<file path="src/rtl/adpll_pkg.sv">
// Shared ADPLL types and constants: phase-detector FSM states, saturation limit, default error width.
package adpll_pkg;

    localparam int unsigned ADPLL_ERROR_WIDTH = 6;

    typedef enum logic [1:0] {
        PDET_IDLE,
        PDET_REF_LEAD,
        PDET_FB_LEAD,
        PDET_DRAIN
    } pdet_state_t;

    // Largest symmetric magnitude of a signed word: 2^(width-1)-1.
    function automatic int unsigned pdet_sat_limit(input int unsigned width);
        return (32'd1 << (width - 1)) - 32'd1;
    endfunction

endpackage

</file>
<file path="src/rtl/phase_detector_counter_edge_sync.sv">
// edge_sync: 2-flop synchronizer plus registered rising-edge pulse for an asynchronous input.
module edge_sync (
    input  logic clk_i,
    input  logic reset_i,
    input  logic d_i,
    output logic edge_o
);

    logic       sync1_q;
    logic       sync2_q;
    logic       dly_q;
    logic       edge_q;
    logic [1:0] fill_q;

    // dly_q holds high until the sync chain carries real samples, so a level
    // already high at reset release must first go low before it counts as an edge.
    always_ff @(posedge clk_i) begin
        if (reset_i) begin
            sync1_q <= 1'b0;
            sync2_q <= 1'b0;
            dly_q   <= 1'b1;
            fill_q  <= 2'b00;
            edge_q  <= 1'b0;
        end else begin
            sync1_q <= d_i;
            sync2_q <= sync1_q;
            fill_q  <= {fill_q[0], 1'b1};
            dly_q   <= fill_q[1] ? sync2_q : 1'b1;
            edge_q  <= fill_q[1] & sync2_q & ~dly_q;
        end
    end

    assign edge_o = edge_q;

endmodule

</file>
<file path="src/rtl/phase_detector_counter.sv">
// Counter-based bang-magnitude phase detector; optional lock detector under ADPLL_LOCK_DETECT_EN.
module phase_detector_counter
    import adpll_pkg::*;
#(
    parameter int unsigned ERROR_WIDTH = ADPLL_ERROR_WIDTH
`ifdef ADPLL_LOCK_DETECT_EN
    ,
    parameter int unsigned LOCK_TOL    = 2,
    parameter int unsigned LOCK_COUNT  = 16
`endif
) (
    input  logic                          gen_clk_i,
    input  logic                          reset_i,
    input  logic                          ref_i,
    input  logic                          fb_i,
    output logic signed [ERROR_WIDTH-1:0] error_o,
    output logic                          error_valid_o
`ifdef ADPLL_LOCK_DETECT_EN
    ,
    output logic                          lock_o
`endif
);

    localparam int unsigned CNT_W = ERROR_WIDTH - 1;
    localparam int unsigned SAT   = pdet_sat_limit(ERROR_WIDTH);
    localparam logic [CNT_W-1:0]       CNT_LAST = CNT_W'(SAT - 1);
    localparam logic [ERROR_WIDTH-1:0] SAT_MAG  = ERROR_WIDTH'(SAT);

    logic ref_edge;
    logic fb_edge;

    pdet_state_t                   state_q, state_d;
    logic [CNT_W-1:0]              cnt_q, cnt_d;
    logic                          drain_ref_q, drain_ref_d;
    logic signed [ERROR_WIDTH-1:0] error_q, error_d;
    logic                          valid_q, valid_d;

    logic                   emit;
    logic                   emit_neg;
    logic [ERROR_WIDTH-1:0] emit_mag;
    logic [ERROR_WIDTH-1:0] k_mag;
    logic                   drain_opp;
    logic                   drain_same;

    edge_sync u_ref_sync (
        .clk_i   (gen_clk_i),
        .reset_i (reset_i),
        .d_i     (ref_i),
        .edge_o  (ref_edge)
    );

    edge_sync u_fb_sync (
        .clk_i   (gen_clk_i),
        .reset_i (reset_i),
        .d_i     (fb_i),
        .edge_o  (fb_edge)
    );

    always_ff @(posedge gen_clk_i) begin
        if (reset_i) begin
            state_q     <= PDET_IDLE;
            cnt_q       <= '0;
            drain_ref_q <= 1'b0;
            error_q     <= '0;
            valid_q     <= 1'b0;
        end else begin
            state_q     <= state_d;
            cnt_q       <= cnt_d;
            drain_ref_q <= drain_ref_d;
            error_q     <= error_d;
            valid_q     <= valid_d;
        end
    end

    // Measurement FSM; k_mag is the edge offset when the opposite edge lands this cycle.
    always_comb begin
        state_d     = state_q;
        cnt_d       = cnt_q;
        drain_ref_d = drain_ref_q;
        emit        = 1'b0;
        emit_neg    = 1'b0;
        emit_mag    = '0;
        k_mag       = ERROR_WIDTH'(cnt_q) + ERROR_WIDTH'(1);
        drain_opp   = drain_ref_q ? fb_edge : ref_edge;
        drain_same  = drain_ref_q ? ref_edge : fb_edge;

        case (state_q)
            PDET_IDLE: begin
                if (ref_edge && fb_edge) begin
                    emit = 1'b1;
                end else if (ref_edge) begin
                    state_d = PDET_REF_LEAD;
                    cnt_d   = '0;
                end else if (fb_edge) begin
                    state_d = PDET_FB_LEAD;
                    cnt_d   = '0;
                end
            end
            PDET_REF_LEAD, PDET_FB_LEAD: begin
                emit_neg = (state_q == PDET_FB_LEAD);
                if (emit_neg ? ref_edge : fb_edge) begin
                    emit     = 1'b1;
                    emit_mag = k_mag;
                    state_d  = PDET_IDLE;
                    cnt_d    = '0;
                end else if (emit_neg ? fb_edge : ref_edge) begin
                    emit     = 1'b1;
                    emit_mag = SAT_MAG;
                    cnt_d    = '0;
                end else if (cnt_q == CNT_LAST) begin
                    emit        = 1'b1;
                    emit_mag    = SAT_MAG;
                    state_d     = PDET_DRAIN;
                    drain_ref_d = ~emit_neg;
                    cnt_d       = '0;
                end else begin
                    cnt_d = cnt_q + CNT_W'(1);
                end
            end
            PDET_DRAIN: begin
                if (drain_opp) begin
                    state_d = PDET_IDLE;
                end else if (drain_same) begin
                    state_d = drain_ref_q ? PDET_REF_LEAD : PDET_FB_LEAD;
                    cnt_d   = '0;
                end
            end
            default: begin
                state_d = PDET_IDLE;
                cnt_d   = '0;
            end
        endcase

        valid_d = emit;
        error_d = emit ? $signed(emit_neg ? (ERROR_WIDTH'(0) - emit_mag) : emit_mag) : error_q;
    end

    assign error_o       = error_q;
    assign error_valid_o = valid_q;

`ifdef ADPLL_LOCK_DETECT_EN
    localparam int unsigned LCK_W = $clog2(LOCK_COUNT + 1);
    localparam logic [LCK_W-1:0]       LOCK_FULL = LCK_W'(LOCK_COUNT);
    localparam logic [ERROR_WIDTH-1:0] TOL_MAG   = ERROR_WIDTH'(LOCK_TOL);

    logic [LCK_W-1:0] lock_cnt_q, lock_cnt_d;
    logic             lock_q, lock_d;

    always_ff @(posedge gen_clk_i) begin
        if (reset_i) begin
            lock_cnt_q <= '0;
            lock_q     <= 1'b0;
        end else begin
            lock_cnt_q <= lock_cnt_d;
            lock_q     <= lock_d;
        end
    end

    // Lock updates on the same edge as the valid pulse it judges.
    always_comb begin
        lock_cnt_d = lock_cnt_q;
        lock_d     = lock_q;
        if (emit) begin
            if ((emit_mag <= TOL_MAG) && (emit_mag != SAT_MAG)) begin
                lock_cnt_d = (lock_cnt_q == LOCK_FULL) ? LOCK_FULL : lock_cnt_q + LCK_W'(1);
                lock_d     = (lock_cnt_d == LOCK_FULL);
            end else begin
                lock_cnt_d = '0;
                lock_d     = 1'b0;
            end
        end
    end

    assign lock_o = lock_q;
`endif

endmodule

</file>
<file path="config.mk">
export PLATFORM = sky130hd
export DESIGN_NAME = phase_detector_counter
export DESIGN_NICKNAME = d
export VERILOG_FILES = /design/src/rtl/adpll_pkg.sv /design/src/rtl/phase_detector_counter_edge_sync.sv /design/src/rtl/phase_detector_counter.sv
export SDC_FILE = /design/constraint.sdc
export NUM_CORES = 1
export LEC_CHECK = 0
export BUFFER_PORTS_ARGS = -buffer_cell sky130_fd_sc_hd__buf_2
export CAP_MARGIN = 20
export CELL_PAD_IN_SITES_DETAIL_PLACEMENT = 0
export CELL_PAD_IN_SITES_GLOBAL_PLACEMENT = 2
export CORE_MARGIN = 8
export CORE_UTILIZATION = 38
export DETAILED_ROUTE_END_ITERATION = 8
export PLACE_DENSITY_LB_ADDON = 0.1
export SYNTH_ARGS = -nofsm -noshare
export SYNTH_HDL_FRONTEND = slang
export SYNTH_SLANG_ARGS = --single-unit
</file>
<file path="constraint.sdc">
create_clock -name gen_clk_i -period 4.5 [get_ports gen_clk_i]
set_input_delay 0.225 -clock gen_clk_i [delete_from_list [all_inputs] [get_ports gen_clk_i]]
set_output_delay 0.225 -clock gen_clk_i [all_outputs]
set_load 0.05 [all_outputs]
</file>
# Word level (Yosys, flattened, before mapping)
# Cells that the tools add are included.
# totals
ff_bits	27
in_bits	4
output_inout_bits	7
elab_cells	86
# op_classes
n_addsub	3
eq_ne	11
n_mux	36
n_bitwise	11
n_reduce_logical	8
# op_table
cell	n
$mux 5	10
$mux 2	9
$mux 6	3
$pmux 5 s3	1
$mux 1	11
$ne 3x3->1 const B	3
$reduce_and 4->1	2
$not 1->1	7
$add 5x1->6 const B	1
$ne 2x2->1 const B	3
$pmux 2 s3	1
$reduce_or 2->1	3
$sub 1x6->6 const A	1
$add 5x1->5 const B	1
$eq 5x5->1 const B	1
$reduce_and 5->1	1
$and 1x1->1	4
$eq 2x2->1 const B	2
$ne 3x1->1 const B	1
$eq 2x1->1 const B	1
$logic_not 2->1	1
$pmux 1 s2	1
$logic_and 1x1->1	1

# Logic depth before layout (Yosys ltp)
# logic_depth
ltp_word	7
depth_mapped	11
mapped_depth_nobuf	10

# Modules after synthesis
# From an unflattened synthesis, not the netlist that was laid out.
# hier_totals
cells_unflattened	150
hier_area_um2	1398.8
# modules_own_cells
module	n_inst	cells_per_inst	area_per_inst_um2	seq_area_each_um2
phase_detector_counter	1	126	1056.0	300.3
edge_sync	2	12	171.4	120.1

# Least setup slack after synthesis
# No wires, ideal clock.
# synth_timing
kind	register to register
start	register state_q[0]
end	register error_q[4], in the netlist error_o[4]
setup_time_ps	86
t_arrival_ps	2095
slack_ps	2319
path_stages_with_launch	11
period_less_slack_ps	2181
path_cell_list	dfxtp_1 inv_1 ha_1 mux2_4 and2_4 or2_2 ha_1 inv_1 o21ai_0 xor2_1 a211oi_1
# synth_via
elab_chain_len	7
elab_cells_between_ends	15
cone_classes	1 x add/sub; 2 x eq/ne; 10 x mux; 2 x reduce/logical
# synth_lines
item	line_no	source
start, declared	phase_detector_counter.sv:32	pdet_state_t state_q, state_d;
start signal, assigned	phase_detector_counter.sv:67	state_q <= state_d;
$eq 2x2->1	phase_detector_counter.sv:87, phase_detector_counter.sv:100	
$mux 1	phase_detector_counter.sv:106	end else if (emit_neg ? fb_edge : ref_edge) begin
$mux 5	phase_detector_counter.sv:106	
$mux 6	phase_detector_counter.sv:101	if (emit_neg ? ref_edge : fb_edge) begin
$mux 6	phase_detector_counter.sv:87	case (state_q)
$sub 1x6->6	phase_detector_counter.sv:135	error_d = emit ? $signed(emit_neg ? (ERROR_WIDTH'(0) - emit_mag) : emit_mag) : error_q;
$mux 6	phase_detector_counter.sv:135	
end signal, assigned	phase_detector_counter.sv:70	error_q <= error_d;
end, declared	phase_detector_counter.sv:35	logic signed [ERROR_WIDTH-1:0] error_q, error_d;
# Several ways; a longest one is shown, not always the timed one.
# A chain may end at the register's enable or synchronous reset.

# Worst setup path in the final report
# layout_timing
start	register cnt_q[0]
end	register error_q[4], in the netlist error_o[4]
# layout_via
elab_chain_len	7
elab_cells_between_ends	12
cone_classes	2 x add/sub; 1 x eq/ne; 9 x mux
# layout_lines
item	line_no	source
start, declared	phase_detector_counter.sv:33	logic [CNT_W-1:0] cnt_q, cnt_d;
start signal, assigned	phase_detector_counter.sv:68	cnt_q <= cnt_d;
parallel branches: the longest is 7 deep, another holds $add 5x1->6	n/a	
# Parallel ways; which one is timed is not known.

==> flow_metrics.env <==
export IMPL_status="completed"
export IMPL_crit_type="reg -> reg"
export IMPL_slew_limit_headroom_pct=37.5
export IMPL_port_buffers=10
export IMPL_syn_nets=154
export IMPL_whs_ns=0.0997
export IMPL_crit_path_end_kind="register"
export IMPL_track_usage_pct=10.5
export IMPL_cts_buffers=3
export IMPL_die_area_um2=5570
export IMPL_cts_sinks=25
export IMPL_dr_total_vias=997
export IMPL_core_um2=3310
export IMPL_synth_seq_cells=25
export IMPL_cts_resized=0
export IMPL_std_cell_rows=21
export IMPL_dp_cells=193
export IMPL_min_path_type="in -> reg"
export IMPL_fmax_ghz=0.428
export IMPL_drc=0
export IMPL_ctsHtreeMaxLevel=1
export IMPL_synth_top_area_share_pct=38.3
export IMPL_routedWlPerCell_um=12.8
export IMPL_area_growth_pct=7.47
export IMPL_grt_pass1_vias=958
export IMPL_finalWorstSetupSlack_ns=2.16
export IMPL_synth_avg_cell_area_um2=9.13
export IMPL_arrival_ns=2.52
export IMPL_antenna_cells=0
export IMPL_cap_violations=0
export IMPL_synth_edf_count=0
export IMPL_tritoncts="built"
export IMPL_die_width_um=74.6
export IMPL_pin_count=11
export IMPL_synth_cell_types=44
export IMPL_hold_violations=0
export IMPL_clk_latency_ns=0.33
export IMPL_synth_area_top_cells="dfxtp_1 38%, ha_1 6.7%, nor2b_1 3.8%"
export IMPL_root_buffer="clkbuf_4"
export IMPL_setup_viol_count_final=0
export IMPL_drive_above_1_share_pct=17.2
export IMPL_antenna_left=0
export IMPL_nFillCells=360
export IMPL_viasPerCell=5.06
export IMPL_overflow=0
export IMPL_synthMostInstantiatedCell="dfxtp_1"
export IMPL_nNetsFinal=163
export IMPL_busiest_layer="met1"
export IMPL_die_h_um=74.6
export IMPL_synth_ff_type="dfxtp_1"
export IMPL_drt_first_iter_violations=69
export IMPL_ctsHoldBuffers=0
export IMPL_path_clk_slew_ns=0.14
export IMPL_crit_required_ns=4.69
export IMPL_clockBufferDepth=2
export IMPL_stdcell_count=197
export IMPL_startpoint_type="register"
export IMPL_grt_pass1_wl_mm=4.51
export IMPL_post_place_ws_ns=2.16
export IMPL_tns_ns=0
export IMPL_drv_slew=0
export IMPL_met1_usage_pct=14.8
export IMPL_syn_instance_count=143
export IMPL_yosys_area_top_type="dfxtp_1"
export IMPL_antenna_found_initial=0
export IMPL_ir_drop_v=0.000161
export IMPL_initial_core_util_pct=39.5
export IMPL_use_met3_pct=2.93
export IMPL_p_leak_uw=0.000524
export IMPL_skew_ns=0.00902
export IMPL_rsz0062_at_grt="false"
export IMPL_hpwl_mm=1.77
export IMPL_cts_setup_buffers=0
export IMPL_firstDrtPassIters=4
export IMPL_yosys_warnings=0
export IMPL_yosysSeqAreaShare_pct=38.3
export IMPL_fin_crit_ns=2.34
export IMPL_grt_max_degree=23
export IMPL_crit_fanout=8
export IMPL_largest_reg_flops=6
export IMPL_worst_pin_slew_ns=0.938
export IMPL_use_met2_pct=14.2
export IMPL_async_flop_share_pct=0
export IMPL_powerDensity_nw_per_um2=278
export IMPL_globalplace_congestion=0.744
export IMPL_syn_area_um2=1310
export IMPL_fin_crit_sh_pct=51.9
export IMPL_yosys_top_cells_count="25 x dfxtp_1, 13 x nor2_1, 11 x inv_1, 8 x a21oi_1, 8 x nor2b_1"
export IMPL_routed_wl_mm=2.52
-- area by class of cell --
type	count	area [um^2]	share of cell area (%)
timing repair buffer	10	50.0	3.57
clock buffer	3	22.5	1.60
tap	46	57.6	4.10
clock inverter	1	7.51	0.535
multi-input combinational	101	724	51.6
sequential	25	500	35.7
inverter	11	41.3	2.94
-- cells in the final DEF, fill, tap and decap left out, drive strengths merged, types with 2 or more instances in the layout --
cell type | synthesis | routed
dfxtp | 25 | 25
nor2 | 13 | 13
inv | 11 | 11
buf | 4 | 10
nor2b | 8 | 8
a21oi | 8 | 8
ha | 7 | 7
o21ai | 7 | 7
nand2 | 6 | 6
a211oi | 6 | 6
nand3 | 5 | 5
nand2b | 4 | 4
xor2 | 4 | 4
xnor2 | 3 | 3
clkbuf | 2 | 3
or2 | 2 | 2
nor4b | 2 | 2
o21a | 2 | 2
mux2i | 2 | 2
and2 | 2 | 2
and3 | 2 | 2
a311oi | 2 | 2
-- report_power, final --
| group | total [uW] | internal, uW | switching [uW] |
|---|---|---|---|
| combinational | 55.5 | 20.1 | 35.4 |
| clock | 104 | 34.0 | 70.4 |
| sequential | 230 | 227 | 3.40 |
| total | 390 | 281 | 109 |
-- stage by stage --
step	power [uW]	utilization, %	area (um^2)
finish	390	42.4	1400
global route	414	42.4	1400
CTS	397	42.4	1400
detailed placement	291	41.5	1370
global placement	292	41.5	1370
floorplan	279	-	1310
-- final timing paths --
path | startpoint | slack (ns) | end | cells after the start
max | cnt_q[0] | 2.16 | error_o[4] | 10
min | ref_i | 0.1 | u_ref_sync.sync1_q | 2
max reg2reg | cnt_q[0] | 2.16 | error_o[4] | 10
min reg2reg | u_ref_sync.dly_q | 0.40 | u_ref_sync.edge_o | 1
-- critical path, cell delays in order (launching register included) --
cell	delay, ns
dfxtp_1	0.41
inv_1	0.08
ha_1	0.19
and4_1	0.29
o31ai_4	0.38
or2_2	0.20
ha_1	0.16
inv_1	0.04
o21ai_0	0.19
xor2_1	0.17
a211oi_1	0.08
-- metal layers --
metal	vias to the layer above	part of all wire, %
met3	4	3.0
li1	510	-
met2	18	42
met4	0	1.4
met1	465	54
met5	-	0
-- cells by family (layout without fill, tap and decap cells) --
| logic type | Yosys count | after routing | synth area share, % |
|---|---|---|---|
| AO/OA/AOI/OAI | 34 | 34 | 19.4 |
| XOR/XNOR | 7 | 7 | 4.69 |
| adder cells (fa/ha/maj) | 7 | 7 | 6.70 |
| buffers and inverters | 17 | 25 | 6.23 |
| flip-flops | 25 | 25 | 38.3 |
| multiplexers | 3 | 3 | 2.68 |
| AND/OR/NAND/NOR | 50 | 50 | 21.9 |
No activity file was read; power rests on OpenSTA's default activity.
